<file path="src/rtl/udp_cmd_pkg.sv">
// Shared definitions for the UDP command FIFO path and its arbiters.
package udp_cmd_pkg;

   localparam int CMD_DATA_W   = 32;
   localparam int CMD_WORD_W   = CMD_DATA_W + 1;
   localparam int CMD_LAST_BIT = CMD_DATA_W;

   typedef enum logic {
      IDLE = 1'b0,
      BUSY = 1'b1
   } arb_state_e;

endpackage

</file>
<file path="src/rtl/udp_rr_pick.sv">
// Rotating-priority picker: selects the first asserted request at or after ptr_i,
// scanning upward with wrap-around. Purely combinational.
module udp_rr_pick #(
   parameter int N     = 4,
   parameter int PTR_W = (N > 1) ? $clog2(N) : 1
) (
   input  logic [N-1:0]     req_i,
   input  logic [PTR_W-1:0] ptr_i,
   output logic [N-1:0]     gnt_o,
   output logic [PTR_W-1:0] idx_o,
   output logic             any_o
);

   logic [2*N-1:0] req_dbl;
   logic [N-1:0]   rot;

   // rot[k] is the request of source (ptr_i + k) mod N
   assign req_dbl = {req_i, req_i};
   assign rot     = req_dbl[ptr_i +: N];

   function automatic logic [PTR_W-1:0] wrap_add(input logic [PTR_W-1:0] p, input int k);
      int s;
      s = int'(p) + k;
      if (s >= N) s = s - N;
      return PTR_W'(s);
   endfunction

   always_comb begin
      gnt_o = '0;
      idx_o = '0;
      any_o = 1'b0;
      for (int k = N - 1; k >= 0; k--) begin
         if (rot[k]) begin
            any_o = 1'b1;
            idx_o = wrap_add(ptr_i, k);
         end
      end
      gnt_o[idx_o] = any_o;
   end

endmodule

</file>
<file path="src/rtl/udp_cmd_arbiter.sv">
// Packet-atomic round-robin arbiter feeding the shared UDP command FIFO.
// A granted source owns the FIFO until its (possibly forced) last beat is written.
module udp_cmd_arbiter
   import udp_cmd_pkg::*;
#(
   parameter int NUM_REQ   = 4,
   parameter int DATA_W    = CMD_DATA_W,
   parameter int MAX_BEATS = 64,
   parameter int CNT_W     = 16
) (
   input  logic                      clk,
   input  logic                      rst,
   input  logic [NUM_REQ-1:0]        req_valid,
   input  logic [NUM_REQ*DATA_W-1:0] req_data,
   input  logic [NUM_REQ-1:0]        req_last,
   output logic [NUM_REQ-1:0]        req_ready,
   output logic                      fifo_wr_en,
   output logic [DATA_W:0]           fifo_wr_data,
   input  logic                      fifo_full,
   input  logic                      fifo_almost_full,
   output logic [NUM_REQ-1:0]        grant,
   output logic                      busy,
   output logic                      err_overlen,
   input  logic                      err_clr,
   output logic [CNT_W-1:0]          pkt_cnt
);

   localparam int PTR_W  = (NUM_REQ > 1) ? $clog2(NUM_REQ) : 1;
   localparam int BEAT_W = $clog2(MAX_BEATS + 1);
   localparam logic [BEAT_W-1:0] LAST_BEAT = BEAT_W'(MAX_BEATS - 1);
   localparam logic [PTR_W-1:0]  LAST_SRC  = PTR_W'(NUM_REQ - 1);

   arb_state_e          state_q;
   logic [NUM_REQ-1:0]  grant_q;
   logic [PTR_W-1:0]    gidx_q;
   logic [PTR_W-1:0]    rr_ptr_q;
   logic [PTR_W-1:0]    rr_ptr_d;
   logic [BEAT_W-1:0]   beat_cnt_q;
   logic                wr_en_q;
   logic [DATA_W:0]     wr_data_q;
   logic                err_q;
   logic [CNT_W-1:0]    pkt_cnt_q;

   logic [NUM_REQ-1:0]  pick_gnt;
   logic [PTR_W-1:0]    pick_idx;
   logic                pick_any;
   logic                space_ok;
   logic                accept;
   logic                last_eff;
   logic [DATA_W-1:0]   data_sel;

   udp_rr_pick #(
      .N     (NUM_REQ),
      .PTR_W (PTR_W)
   ) u_pick (
      .req_i (req_valid),
      .ptr_i (rr_ptr_q),
      .gnt_o (pick_gnt),
      .idx_o (pick_idx),
      .any_o (pick_any)
   );

   // Almost-full leaves room for the one beat still in the write register.
   assign space_ok  = !fifo_almost_full && !fifo_full;
   assign req_ready = (state_q == BUSY && space_ok) ? grant_q : '0;
   assign accept    = (state_q == BUSY) && req_valid[gidx_q] && space_ok;
   assign data_sel  = req_data[gidx_q*DATA_W +: DATA_W];
   assign last_eff  = req_last[gidx_q] || (beat_cnt_q == LAST_BEAT);
   assign rr_ptr_d  = (gidx_q == LAST_SRC) ? '0 : gidx_q + 1'b1;

   always_ff @(posedge clk or posedge rst) begin
      if (rst) begin
         state_q    <= IDLE;
         grant_q    <= '0;
         gidx_q     <= '0;
         rr_ptr_q   <= '0;
         beat_cnt_q <= '0;
         wr_en_q    <= 1'b0;
         wr_data_q  <= '0;
         err_q      <= 1'b0;
         pkt_cnt_q  <= '0;
      end else begin
         wr_en_q <= 1'b0;
         if (err_clr) err_q <= 1'b0;
         case (state_q)
            IDLE: begin
               if (pick_any) begin
                  grant_q <= pick_gnt;
                  gidx_q  <= pick_idx;
                  state_q <= BUSY;
               end
            end
            BUSY: begin
               if (accept) begin
                  wr_en_q   <= 1'b1;
                  wr_data_q <= {last_eff, data_sel};
                  if (last_eff) begin
                     state_q    <= IDLE;
                     grant_q    <= '0;
                     rr_ptr_q   <= rr_ptr_d;
                     beat_cnt_q <= '0;
                     pkt_cnt_q  <= pkt_cnt_q + 1'b1;
                     // placed after the clear so a same-cycle set wins
                     if (!req_last[gidx_q]) err_q <= 1'b1;
                  end else begin
                     beat_cnt_q <= beat_cnt_q + 1'b1;
                  end
               end
            end
            default: state_q <= IDLE;
         endcase
      end
   end

   assign fifo_wr_en   = wr_en_q;
   assign fifo_wr_data = wr_data_q;
   assign grant        = grant_q;
   assign busy         = (state_q == BUSY);
   assign err_overlen  = err_q;
   assign pkt_cnt      = pkt_cnt_q;

endmodule

</file>
<file path="config.mk">
export PLATFORM = sky130hd
export DESIGN_NAME = udp_cmd_arbiter
export DESIGN_NICKNAME = d
export VERILOG_FILES = /design/src/rtl/udp_cmd_pkg.sv /design/src/rtl/udp_rr_pick.sv /design/src/rtl/udp_cmd_arbiter.sv
export SDC_FILE = /design/constraint.sdc
export NUM_CORES = 1
export LEC_CHECK = 0
export ABC_CLOCK_PERIOD_IN_PS = 2500
export BUFFER_PORTS_ARGS = -buffer_cell sky130_fd_sc_hd__buf_2
export CAP_MARGIN = 20
export CORE_ASPECT_RATIO = 1.25
export CORE_MARGIN = 4
export CORE_UTILIZATION = 46
export CTS_CLUSTER_DIAMETER = 150
export DETAILED_ROUTE_END_ITERATION = 10
export GPL_ROUTABILITY_DRIVEN = 0
export PLACE_DENSITY_LB_ADDON = 0.05
export SYNTH_ARGS = -nofsm -noshare
export SYNTH_HDL_FRONTEND = slang
export SYNTH_HIERARCHICAL = 1
export SYNTH_SLANG_ARGS = --single-unit
</file>
<file path="constraint.sdc">
create_clock -name clk -period 2.5 [get_ports clk]
set_input_delay 0.5 -clock clk [delete_from_list [all_inputs] [get_ports clk]]
set_output_delay 0.5 -clock clk [all_outputs]
set_load 0.005 [all_outputs]
</file>
==> reports/metrics.cfg, run 1 <==
[synthesis]
yosys_register_bits = 67
synthMuxAreaShare = 0.206
syn_area_per_cell_um2 = 10.6
synth_fp_nets = 507
async_flop_share = 1.00
synth_edf_count = 0
ys_seq_area_frac = 0.437
synth_top_family_by_area = simple AND/OR/NAND/NOR gates
synth-simple-area-share = 0.211
ys_types = 47
synthXorXnorAreaFrac = 0.0388
netlist_instances = 363
syn-cell-area_mm2 = 0.00383
ys_warn_count = 6
synth_fa_ha_area_frac = 0.00979
synth_compound_area_frac = 0.0568
synth_flop_cell = dfrtp_1

[power]
p_seq_frac = 0.359
p_int_mw = 3.24
p_comb_frac = 0.403
power_switching_mw = 1.68
irDropWorstVdd_v = 0.000381
switching_share = 0.342
leakagePower_nw = 2.73
clkPwrFrac = 0.238
powerDensity_mw_per_mm2 = 952

[placement]
hpwl_mm = 8.02
port_buffers = 200

[sta]
rsz0062_at_grt = false
slew_headroom = 0.581
fin_worst_skew_ps = 8.28
fin_crit_ps = 2110
tns_ps = 0
slew_violations = 0
finalHoldViolCount = 0
fmax_mhz = 473
holdWs_ps = 183
setup_viol = 0
fin_crit_sh = 0.845
tightestPinTransition_ps = 628

[drt]
met2_length_mm = 5.56
top_layer_used = met4
dr.first_iter.drc_count = 116
viasPerCell = 5.25
drt-wirelength-per-cell_um = 15.5
met3_length_um = 649
wl_met1_mm = 3.91
firstDrtPassIters = 4
drtAntennaViolNets = 0
wl_mm = 10.2
drc = 0
dr_total_vias = 3465

[floorplan]
num_io_pins = 201
die_w_um = 89.7
die_h_um = 110
start_util = 0.481
dieArea_mm2 = 0.00987
rows = 36
core_mm2 = 0.00797

[setup_path]
rr_worst_depth = 5
worst-setup-path-type = flip-flop to flip-flop
cp_max_fo = 16
critPathSlowestCell = mux4_2
r2r-end = pkt_cnt[15]
cpPeakStageDelay_ps = 600
r2r_start = gidx_q[0]
cp-end-kind = flip-flop
worstPathArrival_ps = 2300
required_ps = 2690
rrSetupSlack_ps = 390
critPathLaunchType = flip-flop
crit_chain = mux4_2 > a41oi_4 > buf_4 > nor4_1 > xor2_1

[finish]
area_delta_synth_final_pct = 34.7
mostFrequentLayoutCells = buf_2, nand2_1, dfrtp_1
diodes = 0
drive_above_1_share = 0.480
final_common_cell = buf_2
num-nets-final = 704

[cts]
cts_buffers = 9
cts_repair_resize_count = 0
postCtsSetupBuffers = 0
cts.sinks = 67
cts_root_buffer = clkbuf_8
postCtsHoldBufs = 0
cts.htree.levels = 3
clockBufferDepth = 2
clkSlewWorstSetupHoldPaths_ps = 80
clkLatencyLatePin_ps = 330
cts_tree = built

[worst_hold_path]
hold_class = input pin to asynchronous set/reset pin

[status]
status = complete, no violations

[flow_run]
drv_cap = 0

[global_routing]
grt_pass1_wl_mm = 15.5
grtUsageTotal = 0.203
antenna_found_initial = 0
grt_pass1_vias = 3297
grt_max_degree = 46
grt_overflow_total = 0

==> power by group through the flow <==
stage	Clock, mW	Sequential (mW)	Combinational (mW)
after floorplan	0	1.71	1.40
after global placement	0	1.77	2.00
after detailed placement	0	1.77	2.03
after CTS	1.18	1.77	2.03
after global routing	1.24	1.83	2.21
final	1.17	1.76	1.98
==> logic make-up (layout without fill, tap and decap cells) <==
family                   Yosys count  count (layout)
flip-flops                        67              67
AND/OR/NAND/NOR                  182             182
multiplexers                      36              36
buffers and inverters             29             231
adder cells (fa/ha/maj)            3               3
XOR/XNOR                          17              17
AO/OA/AOI/OAI                     29              29
==> state kept, by name, indices dropped and copies added (netlist names) <==
| register | cells |
|---|---|
| beat_cnt_q | 7 |
| busy | 1 |
| err_overlen | 1 |
| fifo_wr_data | 33 |
| fifo_wr_en | 1 |
| gidx_q | 2 |
| grant | 4 |
| pkt_cnt | 16 |
| rr_ptr_q | 2 |
==> how the worst max path moves through the flow <==
| stage | from | to | cells past startpoint |
|---|---|---|---|
| floorplan | rst | beat_cnt_q[0] | 1 |
| global placement | req_last[3] | pkt_cnt[13] | 6 |
| detailed placement | gidx_q[0] | pkt_cnt[15] | 5 |
| CTS | gidx_q[0] | pkt_cnt[15] | 5 |
| global route | gidx_q[0] | pkt_cnt[14] | 5 |
| finish | gidx_q[0] | pkt_cnt[15] | 5 |
==> synth_stat cells (3+ instances only) <==
cell,number,share of area
ha_1,3,0.0098
and3_1,4,0.0065
dfrtp_1,67,0.44
nand3_1,12,0.016
nor4_1,8,0.013
nor2_1,10,0.0098
a21oi_1,4,0.0052
mux4_2,34,0.20
clkbuf_1,4,0.0039
inv_1,5,0.0049
nand2b_1,3,0.0049
xor2_1,17,0.039
nand2_1,123,0.12
buf_4,6,0.012
buf_2,8,0.010
nor3_1,6,0.0078
and2_1,4,0.0065
o21ai_0,8,0.010
==> metrics by stage <==
step / std cells / power [mW] / cell area, µm² / setup slack, ps / utilization
after floorplan: 363 / 3.11 / 3830 / 317 / -
after global placement: 644 / 3.77 / 4900 / 403 / 0.615
after detailed placement: 644 / 3.81 / 4900 / 355 / 0.615
after CTS: 660 / 4.99 / 5160 / 352 / 0.648
after global routing: 660 / 5.28 / 5160 / 250 / 0.648
final: 660 / 4.92 / 5160 / 386 / 0.648
==> final cells by class <==
class | count | area, µm²
clock buffer | 9 | 124
clock inverter | 7 | 140
sequential | 67 | 1680
fill | 664 | 2810
inverter | 7 | 26.3
timing repair buffer | 208 | 1070
multi-input combinational | 267 | 2000
tap | 95 | 119
==> critical path, delay by kind of cell (launching register included) <==
kind / cells / cell delay [ps]
muxes: 1 / 600
buffers and inverters: 1 / 280
AOI/OAI and AO/OA: 1 / 340
xor gates and xnor gates: 1 / 150
and+or+nand+nor: 1 / 100
DFF: 1 / 510
==> routing by layer <==
metal | GRT usage | vias to the layer above
met2 | 0.356 | 129
met1 | 0.244 | 1655
met4 | 0.0606 | 0
li1 | - | 1673
met5 | 0 | -
met3 | 0.0491 | 8
(Power assumes the default switching activity.)
==> run 2: changes to the inputs <==
ABC_CLOCK_PERIOD_IN_PS = 2100   (was 2500)
clock period = 2.1 ns   (was 2.5 ns; I/O delays follow)
==> run 2 against run 1 <==
Net effect:
- clock skew rose by 1.4 ps
- highest routed layer unchanged
- fmax rose by 12%
- via count rose by 1.0%
- sequential power rose by 18%
- worst hold slack got worse by 18 ps
- critical endpoint is now pkt_cnt[10]
- critical path type unchanged
- core utilization barely moved
- sequential cell count did not move
- non-clock buffer count rose by 7
- sequential share of layout area barely moved
- register-to-register slack got worse by 170 ps
==> reports/metrics.cfg, run 2 (same netlist as run 1, synthesis figures left out) <==
[cts]
clkSlewWorstSetupHoldPaths_ps = 70  ; about the same
clkLatencyLatePin_ps = 330  ; about the same
cts_tree = built
cts.sinks = 67  ; unchanged
cts_root_buffer = clkbuf_8
postCtsHoldBufs = 0  ; unchanged
postCtsSetupBuffers = 0  ; unchanged
cts_buffers = 9  ; unchanged
cts_repair_resize_count = 0  ; unchanged
clockBufferDepth = 2  ; unchanged
cts.htree.levels = 3  ; unchanged

[power]
powerDensity_mw_per_mm2 = 1090  ; +15%
p_seq_frac = 0.370  ; +0.011
leakagePower_nw = 2.74  ; +0.37%
clkPwrFrac = 0.195  ; -0.043
irDropWorstVdd_v = 0.000483  ; +27%
switching_share = 0.353  ; +0.0111
p_comb_frac = 0.435  ; +0.032
power_switching_mw = 1.99  ; +18%
p_int_mw = 3.64  ; +13%

[drt]
drt-wirelength-per-cell_um = 15.8  ; +2.0%
dr_total_vias = 3501  ; +1.0%
viasPerCell = 5.25  ; about the same
drc = 0  ; unchanged
firstDrtPassIters = 4  ; unchanged
wl_mm = 10.5  ; +3.0%
drtAntennaViolNets = 0  ; unchanged
dr.first_iter.drc_count = 172  ; +48%

[sta]
rsz0062_at_grt = false
tightestPinTransition_ps = 631  ; +3.32 ps
slew_headroom = 0.578  ; -0.00249
finalHoldViolCount = 0  ; unchanged
fin_crit_sh = 0.898  ; +0.0528
fin_worst_skew_ps = 9.69  ; +1.41 ps
setup_viol = 0  ; unchanged
slew_violations = 0  ; unchanged
tns_ps = 0  ; unchanged
fin_crit_ps = 1890  ; -227 ps
fmax_mhz = 530  ; +12%
holdWs_ps = 164  ; -18.3 ps

[worst_hold_path]
hold_class = input pin to asynchronous set/reset pin

[finish]
area_delta_synth_final_pct = 34.7  ; about the same
final_common_cell = buf_2
diodes = 0  ; unchanged
largest_register_ffs = 33  ; unchanged
num-nets-final = 711  ; +0.99%
drive_above_1_share = 0.481  ; +0.00112
mostFrequentLayoutCells = buf_2, nand2_1, dfrtp_1

[placement]
port_buffers = 200  ; unchanged
hpwl_mm = 8.40  ; +4.6%

[setup_path]
worst-setup-path-type = flip-flop to flip-flop
worstPathArrival_ps = 2090  ; -210 ps
cp_max_fo = 14  ; -2
required_ps = 2300  ; -390 ps
cp-end-kind = flip-flop
critPathLaunchType = flip-flop

[global_routing]
grt_overflow_total = 0  ; unchanged
grt_max_degree = 32  ; -30%
grt_pass1_wl_mm = 16.0  ; +3.7%
grtUsageTotal = 0.212  ; +0.00935
antenna_found_initial = 0  ; unchanged
grt_pass1_vias = 3406  ; +3.3%

[floorplan]
rows = 36  ; unchanged
die_h_um = 110  ; unchanged
start_util = 0.481  ; unchanged
die_w_um = 89.7  ; unchanged
num_io_pins = 201  ; unchanged
core_mm2 = 0.00797  ; unchanged
dieArea_mm2 = 0.00987  ; unchanged

[status]
status = complete, no violations

[flow_run]
drv_cap = 0  ; unchanged

-- run 2: changes by cell type in the layout (fill, tap and decap cells not counted) --
cell        previous run  this run
clkbuf_8               9        12
clkinvlp_4             2         1
inv_2                  3         2
clkbuf_1               0         3
buf_4                  7        14
bufinv_16              4         1
clkinv_2               1         0
-- run 2: layer usage --
layer	up-vias	part of all wire	global-route usage	routed length, µm
met5	-	0	0	0
met4	0	0.013	0.0638	133
met3	11	0.065	0.0580	688
met2	117	0.55	0.373	5740
met1	1687	0.38	0.250	3950
li1	1686	-	-	-
-- run 2: worst max-delay path, cell delays in order (launching register included) --
cell     delay [ps]
dfrtp_2         440
mux4_2          590
a41oi_4         250
buf_4           240
nor4_1           80
xor2_1          150
-- run 2: per-stage QoR --
stage          power (mW)  utilization  setup slack (ps)  instances  instance area [µm²]
6_report             5.63        0.648               214        667                 5160
5_1_grt              6.08        0.648              99.6        667                 5160
4_1_cts              5.72        0.648               198        667                 5160
3_5_place_dp         4.60        0.622               130        651                 4960
3_3_place_gp         4.56        0.622               162        651                 4960
2_1_floorplan        3.70            -               277        363                 3840
-- run 2: layout make-up --
cell class	count	area, µm²
clock buffers	15	176
clock inverters	1	30.0
fillers	701	2810
inverters	7	30.0
multi-input cells	267	2000
flip-flops and latches	67	1680
well taps	95	119
repair buffers	215	1130
-- run 2: path summary, 6_finish.rpt --
| check | from | end | slack (ps) | cells past startpoint |
|---|---|---|---|---|
| setup / recovery | gidx_q[0] | pkt_cnt[10] | 210 | 5 |
| hold / removal | rst | beat_cnt_q[4] | 160 | 2 |
| setup reg to reg | gidx_q[0] | pkt_cnt[10] | 210 | 5 |
| hold reg to reg | pkt_cnt[15] | pkt_cnt[15] | 470 | 1 |
| max in group asynchronous | rst | fifo_wr_data[17] | 1360 | 3 |
| min in group clk | err_clr | err_overlen | 360 | 3 |
-- run 2: power by group through the flow --
stage | clock, mW | combinational, mW | sequential, mW
2_1_floorplan | 0 | 1.67 | 2.03
3_3_place_gp | 0 | 2.47 | 2.09
3_5_place_dp | 0 | 2.50 | 2.10
4_1_cts | 1.13 | 2.51 | 2.09
5_1_grt | 1.20 | 2.74 | 2.15
6_report | 1.10 | 2.45 | 2.08
==> run 3: changes to the inputs <==
ABC_CLOCK_PERIOD_IN_PS = 2000   (was 2100)
clock period = 2 ns   (was 2.1 ns; I/O delays follow)
==> run 3 against run 2 <==
Net effect:
- core utilization up 0.25 points
- sequential cell count is the same
- setup slack lost 100 ps
- worst hold slack lost 73 ps
- fmax barely moved
- largest cell class unchanged
- critical endpoint is now rr_ptr_q[1]
- clock power hardly changed
- global-route usage grew 0.72 points
==> reports/metrics.cfg, run 3 (same netlist as run 1, synthesis figures left out) <==
[flow_run]
drv_cap = 0  ; unchanged

[cts]
clkLatencyLatePin_ps = 340  ; about the same
clkSlewWorstSetupHoldPaths_ps = 70  ; about the same
cts.sinks = 67  ; unchanged
postCtsHoldBufs = 0  ; unchanged
cts.htree.levels = 3  ; unchanged
clockBufferDepth = 2  ; unchanged
cts_buffers = 9  ; unchanged
postCtsSetupBuffers = 0  ; unchanged
cts_repair_resize_count = 0  ; unchanged
cts_tree = built
cts_root_buffer = clkbuf_8

[drt]
drc = 0  ; unchanged
firstDrtPassIters = 4  ; unchanged
dr.first_iter.drc_count = 154  ; -10%
viasPerCell = 5.30  ; +0.98%
dr_total_vias = 3546  ; +1.3%
drt-wirelength-per-cell_um = 16.0  ; +1.6%
wl_mm = 10.7  ; +1.9%
drtAntennaViolNets = 0  ; unchanged

[finish]
mostFrequentLayoutCells = buf_2, nand2_1, dfrtp_1
diodes = 0  ; unchanged
num-nets-final = 713  ; +0.28%
nFillCells = 706  ; +0.71%
design_area_mm2 = 0.00518  ; +0.39%
multi_input_area_mm2 = 0.00201  ; +0.37%
ff_latch_area_mm2 = 0.00168  ; unchanged
post-route-util = 0.650  ; +0.00251
area_delta_synth_final_pct = 35.2
largest_register_ffs = 33  ; unchanged
final_common_cell = buf_2
drive_above_1_share = 0.484  ; +0.00355

[sta]
tightestPinTransition_ps = 516  ; -116 ps
rsz0062_at_grt = false
fin_crit_sh = 0.944  ; +0.0455
slew_violations = 0  ; unchanged
tns_ps = 0  ; unchanged
setup_viol = 0  ; unchanged
fin_worst_skew_ps = 8.43  ; -1.26 ps
fin_crit_ps = 1890  ; +1.20 ps
slew_headroom = 0.656  ; +0.0772
fmax_mhz = 530  ; about the same
finalHoldViolCount = 0  ; unchanged
holdWs_ps = 91.3  ; -73.1 ps
setup_slack_ps = 112  ; -101 ps

[setup_path]
cp-end-kind = flip-flop
crit_chain = mux4_2 > a41oi_4 > nor2_4 > mux2_1
critPathLaunchType = flip-flop
cp_max_fo = 10  ; -4
cpPeakStageDelay_ps = 570  ; -20 ps
worst-setup-path-type = flip-flop to flip-flop
required_ps = 2220  ; -80 ps
worstPathArrival_ps = 2110  ; +20 ps
critPathSlowestCell = mux4_2

[floorplan]
die_h_um = 110  ; unchanged
start_util = 0.481  ; unchanged
die_w_um = 89.7  ; unchanged
dieArea_mm2 = 0.00987  ; unchanged
rows = 36  ; unchanged
num_io_pins = 201  ; unchanged
core_mm2 = 0.00797  ; unchanged

[power]
irDropWorstVdd_v = 0.000452  ; -6.4%
powerDensity_mw_per_mm2 = 1140  ; +4.6%
leakagePower_nw = 2.75  ; +0.16%

[placement]
hpwl_mm = 8.57  ; +2.0%
post_dp_cell_area_mm2 = 0.00498  ; +0.56%
port_buffers = 200  ; unchanged
placement.setup.worst_slack_ps = 47.5  ; -82.6 ps

[worst_hold_path]
hold_class = input pin to asynchronous set/reset pin

[global_routing]
antenna_found_initial = 0  ; unchanged
grt_pass1_wl_mm = 16.4  ; +2.1%
grt_pass1_vias = 3501  ; +2.8%
grtUsageTotal = 0.220  ; +0.00720
grt_overflow_total = 0  ; unchanged
grt_max_degree = 32  ; unchanged

[status]
status = complete, no violations

[run 3: layer usage]
metal  global-route usage  vias to the layer above  wire length, µm
li1                     -                     1689                -
met1                0.257                     1706             3950
met2                0.378                      131             5820
met3               0.0476                       20              687
met4                0.104                        0              254
met5                    0                        -                0
[run 3: through the flow]
step | power (mW) | cells
2_1_floorplan | 3.88 | 363
3_3_place_gp | 4.84 | 653
3_5_place_dp | 4.89 | 653
4_1_cts | 5.99 | 669
5_1_grt | 6.37 | 669
6_report | 5.91 | 669
[run 3: final timing paths]
| kind | depth (start not counted) | startpoint | end | slack (ps) |
|---|---|---|---|---|
| max reg2reg | 4 | gidx_q[0] | rr_ptr_q[1] | 110 |
| min | 2 | rst | pkt_cnt[14] | 90 |
| max | 4 | gidx_q[0] | rr_ptr_q[1] | 110 |
| min in group clk | 3 | err_clr | err_overlen | 340 |
| min reg2reg | 1 | pkt_cnt[15] | pkt_cnt[15] | 460 |
| max in group asynchronous | 3 | rst | fifo_wr_data[7] | 1310 |
[run 3: critical path, delay by kind of cell (launching register included)]
kind             cells  cell delay (ps)
flip-flops           1              430
multiplexers         2              890
AND/OR/NAND/NOR      1              120
AO/OA/AOI/OAI        1              330
[run 3: final cells by class]
cell class / count / share of cell area
Multi-Input combinational cell: 267 / 0.388
Inverter: 7 / 0.00579
Timing Repair Buffer: 217 / 0.223
Clock inverter: 2 / 0.00676
Sequential cell: 67 / 0.324
Clock buffer: 14 / 0.0295
Tap cell: 95 / 0.0229
[run 3: where the power goes]
group          switching [mW]  leakage (nW)  internal (mW)  total (mW)
clock                   0.472        0.0947          0.610        1.08
sequential              0.364         0.859           1.82        2.18
combinational            1.28          1.79           1.37        2.65
